`config.mk`:
```
export PLATFORM = sky130hd
export DESIGN_NAME = phase_freq_detector_flat
export DESIGN_NICKNAME = d
export VERILOG_FILES = /design/src/rtl/phase_freq_detector_if.sv /design/src/rtl/phase_freq_detector.sv /design/src/flat_wrapper.sv
export SDC_FILE = /design/constraint.sdc
export NUM_CORES = 1
export LEC_CHECK = 0
export CORE_UTILIZATION = 45
export CTS_CLUSTER_SIZE = 14
export DETAILED_ROUTE_END_ITERATION = 16
export GPL_TIMING_DRIVEN = 1
export PLACE_DENSITY = 0.65
export SLEW_MARGIN = 5
export SYNTH_ARGS = -nofsm -noshare
export SYNTH_HDL_FRONTEND = slang
export SYNTH_SLANG_ARGS = --single-unit
```
`constraint.sdc`:
```
create_clock -name fpga_clk_i -period 2.7 [get_ports fpga_clk_i]
set_clock_uncertainty 0.05 [all_clocks]
set_input_delay 0.54 -clock fpga_clk_i [delete_from_list [all_inputs] [get_ports fpga_clk_i]]
set_output_delay 0.54 -clock fpga_clk_i [all_outputs]
set_load 0.01 [all_outputs]
```
`src/rtl/phase_freq_detector_if.sv`:
```
// Signal bundle between the phase/frequency detector and its driver/consumer.
`timescale 1ns/1ps
interface phase_freq_detector_if #(
  parameter int unsigned WIDTH = 8
);
  logic             reference_i;
  logic             generated_i;
  logic             both_edges_i;
  logic [WIDTH-1:0] pd_clock_cycles_o;
  logic             pd_valid_o;
  logic             saturated_o;
  logic             slip_o;
  logic             locked_o;

  modport master (
    output reference_i, generated_i, both_edges_i,
    input  pd_clock_cycles_o, pd_valid_o, saturated_o, slip_o, locked_o
  );

  modport slave (
    input  reference_i, generated_i, both_edges_i,
    output pd_clock_cycles_o, pd_valid_o, saturated_o, slip_o, locked_o
  );
endinterface

```
`src/rtl/phase_freq_detector.sv`:
```
// Signed reference/generated edge offset measurement with saturation,
// cycle-slip detection, a result strobe and a lock indicator.
`timescale 1ns/1ps
module phase_freq_detector #(
  parameter int unsigned WIDTH       = 8,
  parameter int unsigned SYNC_STAGES = 2,
  parameter int unsigned LOCK_TOL    = 4,
  parameter int unsigned LOCK_COUNT  = 8
) (
  input  logic                 fpga_clk_i,
  input  logic                 reset_i,
  phase_freq_detector_if.slave pfd
);

  localparam int unsigned CW = WIDTH - 1;
  localparam int unsigned LW = $clog2(LOCK_COUNT + 1);
  localparam logic [CW-1:0] CNT_MAX   = {CW{1'b1}};
  localparam logic [LW-1:0] LOCK_FULL = LW'(LOCK_COUNT);

  typedef enum logic [1:0] {IDLE, GEN_LEAD, REF_LEAD} state_e;

  logic [SYNC_STAGES-1:0] ref_sync_q, ref_sync_d, gen_sync_q, gen_sync_d;
  logic                   ref_hist_q, ref_hist_d, gen_hist_q, gen_hist_d;
  logic                   mode_q, mode_d;
  logic                   ref_edge, gen_edge;

  state_e                 state_q, state_d;
  logic [CW-1:0]          cnt_q, cnt_d, cnt_inc;
  logic                   sat_q, sat_d, sat_inc;
  logic [WIDTH-1:0]       res_mag;

  logic [WIDTH-1:0]       pd_q, pd_d;
  logic                   valid_q, valid_d;
  logic                   sat_out_q, sat_out_d;
  logic                   slip_q, slip_d;
  logic [LW-1:0]          lock_cnt_q, lock_cnt_d;
  logic                   locked_q, locked_d;
  logic [WIDTH-1:0]       err_mag;

  // Synchroniser shift, edge history and registered edge-mode select
  always_comb begin
    ref_sync_d = {ref_sync_q[SYNC_STAGES-2:0], pfd.reference_i};
    gen_sync_d = {gen_sync_q[SYNC_STAGES-2:0], pfd.generated_i};
    ref_hist_d = ref_sync_q[SYNC_STAGES-1];
    gen_hist_d = gen_sync_q[SYNC_STAGES-1];
    mode_d     = pfd.both_edges_i;
    ref_edge   = mode_q ? (ref_hist_d ^ ref_hist_q) : (ref_hist_d & ~ref_hist_q);
    gen_edge   = mode_q ? (gen_hist_d ^ gen_hist_q) : (gen_hist_d & ~gen_hist_q);
  end

  // Measurement FSM: next state, lead counter, result and slip strobe
  always_comb begin
    state_d   = state_q;
    cnt_d     = cnt_q;
    sat_d     = sat_q;
    pd_d      = pd_q;
    valid_d   = 1'b0;
    sat_out_d = sat_out_q;
    slip_d    = 1'b0;
    cnt_inc   = (cnt_q == CNT_MAX) ? cnt_q : cnt_q + CW'(1);
    sat_inc   = sat_q | (cnt_q == CNT_MAX);
    res_mag   = {1'b0, (sat_q ? CNT_MAX : cnt_q)};
    unique case (state_q)
      IDLE: begin
        if (gen_edge && ref_edge) begin
          pd_d      = '0;
          valid_d   = 1'b1;
          sat_out_d = 1'b0;
        end else if (gen_edge) begin
          state_d = GEN_LEAD;
          cnt_d   = CW'(1);
          sat_d   = 1'b0;
        end else if (ref_edge) begin
          state_d = REF_LEAD;
          cnt_d   = CW'(1);
          sat_d   = 1'b0;
        end
      end
      GEN_LEAD: begin
        if (ref_edge) begin
          pd_d      = res_mag;
          valid_d   = 1'b1;
          sat_out_d = sat_q;
          state_d   = IDLE;
          cnt_d     = '0;
          sat_d     = 1'b0;
        end else if (gen_edge) begin
          slip_d = 1'b1;
          cnt_d  = CW'(1);
          sat_d  = 1'b0;
        end else begin
          cnt_d = cnt_inc;
          sat_d = sat_inc;
        end
      end
      REF_LEAD: begin
        if (gen_edge) begin
          pd_d      = WIDTH'(0) - res_mag;
          valid_d   = 1'b1;
          sat_out_d = sat_q;
          state_d   = IDLE;
          cnt_d     = '0;
          sat_d     = 1'b0;
        end else if (ref_edge) begin
          slip_d = 1'b1;
          cnt_d  = CW'(1);
          sat_d  = 1'b0;
        end else begin
          cnt_d = cnt_inc;
          sat_d = sat_inc;
        end
      end
      default: state_d = IDLE;
    endcase
  end

  // Lock tracking driven by the registered result and slip strobes
  always_comb begin
    lock_cnt_d = lock_cnt_q;
    err_mag    = pd_q[WIDTH-1] ? (~pd_q + WIDTH'(1)) : pd_q;
    if (slip_q) begin
      lock_cnt_d = '0;
    end else if (valid_q) begin
      if (!sat_out_q && (err_mag <= WIDTH'(LOCK_TOL))) begin
        lock_cnt_d = (lock_cnt_q == LOCK_FULL) ? lock_cnt_q : lock_cnt_q + LW'(1);
      end else begin
        lock_cnt_d = '0;
      end
    end
    locked_d = (lock_cnt_d == LOCK_FULL);
  end

  // All state, with reset dominant over every other event
  always_ff @(posedge fpga_clk_i) begin
    if (reset_i) begin
      ref_sync_q <= '0;
      gen_sync_q <= '0;
      ref_hist_q <= 1'b0;
      gen_hist_q <= 1'b0;
      mode_q     <= 1'b0;
      state_q    <= IDLE;
      cnt_q      <= '0;
      sat_q      <= 1'b0;
      pd_q       <= '0;
      valid_q    <= 1'b0;
      sat_out_q  <= 1'b0;
      slip_q     <= 1'b0;
      lock_cnt_q <= '0;
      locked_q   <= 1'b0;
    end else begin
      ref_sync_q <= ref_sync_d;
      gen_sync_q <= gen_sync_d;
      ref_hist_q <= ref_hist_d;
      gen_hist_q <= gen_hist_d;
      mode_q     <= mode_d;
      state_q    <= state_d;
      cnt_q      <= cnt_d;
      sat_q      <= sat_d;
      pd_q       <= pd_d;
      valid_q    <= valid_d;
      sat_out_q  <= sat_out_d;
      slip_q     <= slip_d;
      lock_cnt_q <= lock_cnt_d;
      locked_q   <= locked_d;
    end
  end

  assign pfd.pd_clock_cycles_o = pd_q;
  assign pfd.pd_valid_o        = valid_q;
  assign pfd.saturated_o       = sat_out_q;
  assign pfd.slip_o            = slip_q;
  assign pfd.locked_o          = locked_q;

endmodule

```
`src/flat_wrapper.sv`:
```
// flat-port wrapper written by rule: the top's interface ports become plain ports
module phase_freq_detector_flat 
#(
  parameter int unsigned WIDTH       = 8,
  parameter int unsigned SYNC_STAGES = 2,
  parameter int unsigned LOCK_TOL    = 4,
  parameter int unsigned LOCK_COUNT  = 8
)
  (fpga_clk_i, reset_i, pfd_reference_i, pfd_generated_i, pfd_both_edges_i, pfd_pd_clock_cycles_o, pfd_pd_valid_o, pfd_saturated_o, pfd_slip_o, pfd_locked_o);
  phase_freq_detector_if #(.WIDTH(WIDTH)) pfd_i ();
  input  logic fpga_clk_i;
  input  logic reset_i;
  input wire logic [$bits(pfd_i.reference_i)-1:0] pfd_reference_i;
  input wire logic [$bits(pfd_i.generated_i)-1:0] pfd_generated_i;
  input wire logic [$bits(pfd_i.both_edges_i)-1:0] pfd_both_edges_i;
  output wire logic [$bits(pfd_i.pd_clock_cycles_o)-1:0] pfd_pd_clock_cycles_o;
  output wire logic [$bits(pfd_i.pd_valid_o)-1:0] pfd_pd_valid_o;
  output wire logic [$bits(pfd_i.saturated_o)-1:0] pfd_saturated_o;
  output wire logic [$bits(pfd_i.slip_o)-1:0] pfd_slip_o;
  output wire logic [$bits(pfd_i.locked_o)-1:0] pfd_locked_o;
  assign pfd_i.reference_i = pfd_reference_i;
  assign pfd_i.generated_i = pfd_generated_i;
  assign pfd_i.both_edges_i = pfd_both_edges_i;
  assign pfd_pd_clock_cycles_o = pfd_i.pd_clock_cycles_o;
  assign pfd_pd_valid_o = pfd_i.pd_valid_o;
  assign pfd_saturated_o = pfd_i.saturated_o;
  assign pfd_slip_o = pfd_i.slip_o;
  assign pfd_locked_o = pfd_i.locked_o;
  phase_freq_detector #(.WIDTH(WIDTH), .SYNC_STAGES(SYNC_STAGES), .LOCK_TOL(LOCK_TOL), .LOCK_COUNT(LOCK_COUNT)) u_core (.fpga_clk_i(fpga_clk_i), .reset_i(reset_i), .pfd(pfd_i));
endmodule
```
==> Flow_metrics.wiki <==
{| class="wikitable"
! Metric !! Value
|-
| Share of layout cells above drive strength 1 || between 7 and 8%
|-
| Crit end category || flop
|-
| Hold Path Sink || u_core.gen_sync_q[1]$_SDFF_PP0_
|-
| Reg-to-reg slack, setup || 0.54 ns
|-
| TritonCTS Buffers || 5
|-
| Final Hold Vio Count || 0
|-
| Post-synth design cell area || 1820 µm²
|-
| Weighted congestion reported at the end of routability-driven placement || 0.8415
|-
| Register-to-Register Path Depth || 7
|-
| Complex-gate fraction of the synthesized area || 18.01%
|-
| Synthesized flop and latch total || 33
|-
| Critical path startpoint category || flop
|-
| Post-layout util || 56.10%
|-
| Post-CTS Resized || 0
|-
| Fmax || roughly 460 MHz
|-
| Wire length per cell || 13.45 µm
|-
| Final critical path time including I/O delays and setup || 2.164 ns
|-
| Syn Inst Count || 216
|-
| Sequential element share of the synthesized area || 36.29%
|-
| Antenna Nets Post-Route || 0
|-
| Basic-gate share of the synthesized area counting and, or, nand and nor cells || between 20% and 30%
|-
| Number of top-level pins || 17
|-
| Number of clock sinks || 33
|-
| Max-capacitance violation count || 0
|-
| Worst min-delay path category || flop to flop
|-
| Initial DRC count || 94
|-
| Die height || between 60 and 70 µm
|-
| Clock Path Buffers || 2
|-
| Final-stage net count || 248
|-
| Clock transition at the registers of the reported paths || 0.06 ns
|-
| Number of buffers added for setup after CTS || 0
|-
| Maximum number of pins on one net before global-route repair || 21
|-
| Worst Setup Path Type || flop to flop
|-
| Post-synthesis average cell area || between 8 and 9 µm²
|-
| Clock H-tree levels || 2
|-
| EDFF count, synth || 0
|-
| Worst ir drop on vdd || 0.0004753 V
|-
| Cell chosen for the clock root || clkbuf_8
|-
| Detailed Place HPWL || around 2900 µm
|-
| Via count normalized by instance count || around 5.7
|-
| TritonCTS clock tree || done
|-
| CP arrival || about 2.3 ns
|-
| Hold wc startpoint || u_core.gen_sync_q[0]$_SDFF_PP0_
|-
| P&R area growth vs syn || 16.22%
|-
| Warnings from Yosys || 0
|-
| Slew at the pin with the worst max-slew slack || between 0.5 and 0.6 ns
|-
| Mux contribution to synthesized area || 2.818%
|-
| Main synth FF type || dfxtp_1
|-
| Adder-cell area share of the yosys netlist || 6.873%
|-
| Final routed DRC violation total || 0
|-
| Wire length reported by the detailed router || 3793 µm
|-
| Final slew viol count || 0
|-
| Clock network latency to the later pin of the worst-skew pair || 0.28 ns
|-
| Number of global-route vias before repair || approximately 1400
|-
| Part of the cycle the worst path needs || 80.15%
|-
| Antenna cell count || 0
|-
| Number of inserted filler cells in the final layout || 358
|-
| Synth top area cells || dfxtp_1 (36%), ha_1 (6.9%), nor2_1 (4.5%)
|-
| Hold buffer count at CTS || 0
|-
| Initial antenna violation count || 0
|-
| Die area || 4304 µm²
|-
| Worst relative slew slack || 59.80%
|-
| Static power due to leakage || 0.7725 nW
|-
| Number of placement rows || 22
|-
| Setup violation total in the final timing report || 0
|-
| Status || completed
|-
| First-pass GRT wire length || 6486 µm
|-
| Synth cell types || 43
|-
| Critical path required time || 2.86 ns
|-
| Main combinational cell family by area after synthesis || simple AND/OR/NAND/NOR gates
|-
| Instance count along the most critical hold path || 1
|-
| Launch instance of the worst register-to-register path || u_core.ref_hist_q$_SDFF_PP0_
|-
| Post-synth ARST share || 0%
|-
| Detailed-router iteration count before antenna repair || 4
|-
| Xor and xnor area share after synthesis || slightly below 5%
|-
| Vias || 1595
|-
| Post-route setup TNS || 0 ns
|-
| GRT Util Overall || 20.36%
|-
| Total gr overflow || 0
|-
| Share of Yosys cell area claimed by the top area cell type || between 30% and 40%
|-
| Starting density of the core || 48.27%
|-
| Maximum fanout encountered on the critical timing path || 5
|-
| Core outline area || approximately 3800 µm²
|-
| Number of nets produced by synthesis || 231
|-
| Power Density || 615.7 nW/µm²
|-
| RSZ-0062 raised after global routing || false
|-
| Cell accounting for the most synthesized area || dfxtp_1
|-
| Number of I/O port buffers || 16
|-
| Chip width || roughly 66 µm
|-
| R2r endpoint || u_core.pfd.pd_clock_cycles_o[3]$_SDFFE_PP0P_
|}
layout by cell type, fill, tap and decap left out, types with 2 or more instances in the layout:
cell and count:
a21oi_1 11, nor3_1 9, nor2b_1 8, and3_1 2, o21ai_0 15, nand4_1 7
clkdlybuf4s50_1 16, clkbuf_8 7, and2_1 3, nor2_1 22, a31oi_1 2, dfxtp_1 33
nand2b_1 2, a211o_1 2, o211ai_1 5, mux2i_1 4, nor3b_1 3, xor2_1 4
inv_1 8, xnor2_1 6, nand3_1 11, ha_1 10, o21ai_2 2, a211oi_1 3
nand2_1 19
layer usage:
layer	vias to the layer above	GRT usage, %	share of wire (%)
li1	814	-	-
met1	742	25.24	48
met4	0	7.880	1.6
met3	7	6.771	2.9
met5	-	0	0
met2	32	32.35	48
flip-flops by register name, indices dropped and copies added (netlist names):
name                          cells
u_core.pfd.locked_o               1
u_core.lock_cnt_q                 4
u_core.pfd.slip_o                 1
u_core.pfd.saturated_o            1
u_core.gen_hist_q                 1
u_core.state_q                    2
u_core.ref_sync_q                 2
u_core.gen_sync_q                 2
u_core.mode_q                     1
u_core.cnt_q                      7
u_core.pfd.pd_valid_o             1
u_core.sat_q                      1
u_core.pfd.pd_clock_cycles_o      8
u_core.ref_hist_q                 1
critical path: stages, from the launching register on:
cell	delay, ns
dfxtp_1	0.31
inv_1	0.04
ha_1	0.35
o211a_1	0.27
a211o_1	0.33
nor3b_1	0.43
o21ai_0	0.18
o211ai_1	0.11
cell usage after synthesis (all sizes together), types with 2 or more instances:
library cell and instances:
a211o 2, a211oi 3, a21oi 11, a31oi 2, and2 4, and3 2
clkbuf 6, dfxtp 33, ha 10, inv 8, mux2i 4, nand2 19
nand2b 2, nand3 11, nand4 7, nor2 22, nor2b 8, nor3 9
nor3b 4, o211ai 5, o21ai 17, xnor2 6, xor2 4
stage by stage:
stage	worst slack, ns	instance area [µm²]	std cells	power, mW	hold slack, ns
4_1_cts	0.5353	2116	282	1.316	0.3927
5_1_grt	0.3012	2116	282	1.388	0.4119
3_5_place_dp	0.4687	2014	274	0.9104	0.3774
3_3_place_gp	0.4968	2014	274	0.9074	0.3712
2_1_floorplan	0.8278	1821	216	0.8274	0.3638
6_report	0.5358	2116	282	1.303	0.3884
worst max-delay path by stage:
| stage | cells past startpoint | from | endpoint |
|---|---|---|---|
| floorplan | 7 | u_core.ref_hist_q$_SDFF_PP0_ | u_core.pfd.pd_clock_cycles_o[3]$_SDFFE_PP0P_ |
| global placement | 6 | reset_i | u_core.pfd.pd_clock_cycles_o[3]$_SDFFE_PP0P_ |
| detailed placement | 6 | reset_i | u_core.pfd.pd_clock_cycles_o[3]$_SDFFE_PP0P_ |
| CTS | 7 | u_core.state_q[0]$_SDFFE_PP0P_ | u_core.pfd.pd_clock_cycles_o[3]$_SDFFE_PP0P_ |
| global route | 7 | u_core.state_q[0]$_SDFFE_PP0P_ | u_core.pfd.pd_clock_cycles_o[3]$_SDFFE_PP0P_ |
| finish | 7 | u_core.ref_hist_q$_SDFF_PP0_ | u_core.pfd.pd_clock_cycles_o[3]$_SDFFE_PP0P_ |
area by class of cell:
type / instances / area (µm²) / area share (%)
clock inverters: 1 / 5.005 / 0.2365
well taps: 48 / 60.06 / 2.839
multi-input cells: 168 / 1096 / 51.80
inverters: 8 / 30.03 / 1.419
flip-flops and latches: 33 / 660.6 / 31.22
clock buffers: 7 / 96.34 / 4.554
repair buffers: 17 / 167.7 / 7.924
cell families (layout without fill, tap and decap cells):
group / after synthesis / count (layout)
DFF: 33 / 33
adders and majority gates: 10 / 10
AOI/OAI and AO/OA: 48 / 48
buffers and inverters: 15 / 33
and+or+nand+nor: 95 / 95
xor gates and xnor gates: 10 / 10
muxes: 5 / 5
report_power, final:
group / internal (mW) / leakage, nW / switching (mW)
sequential: 0.512 / 0.268 / 0.0294
combinational: 0.153 / 0.450 / 0.206
clock: 0.230 / 0.0542 / 0.172
(Power assumes the default switching activity.)
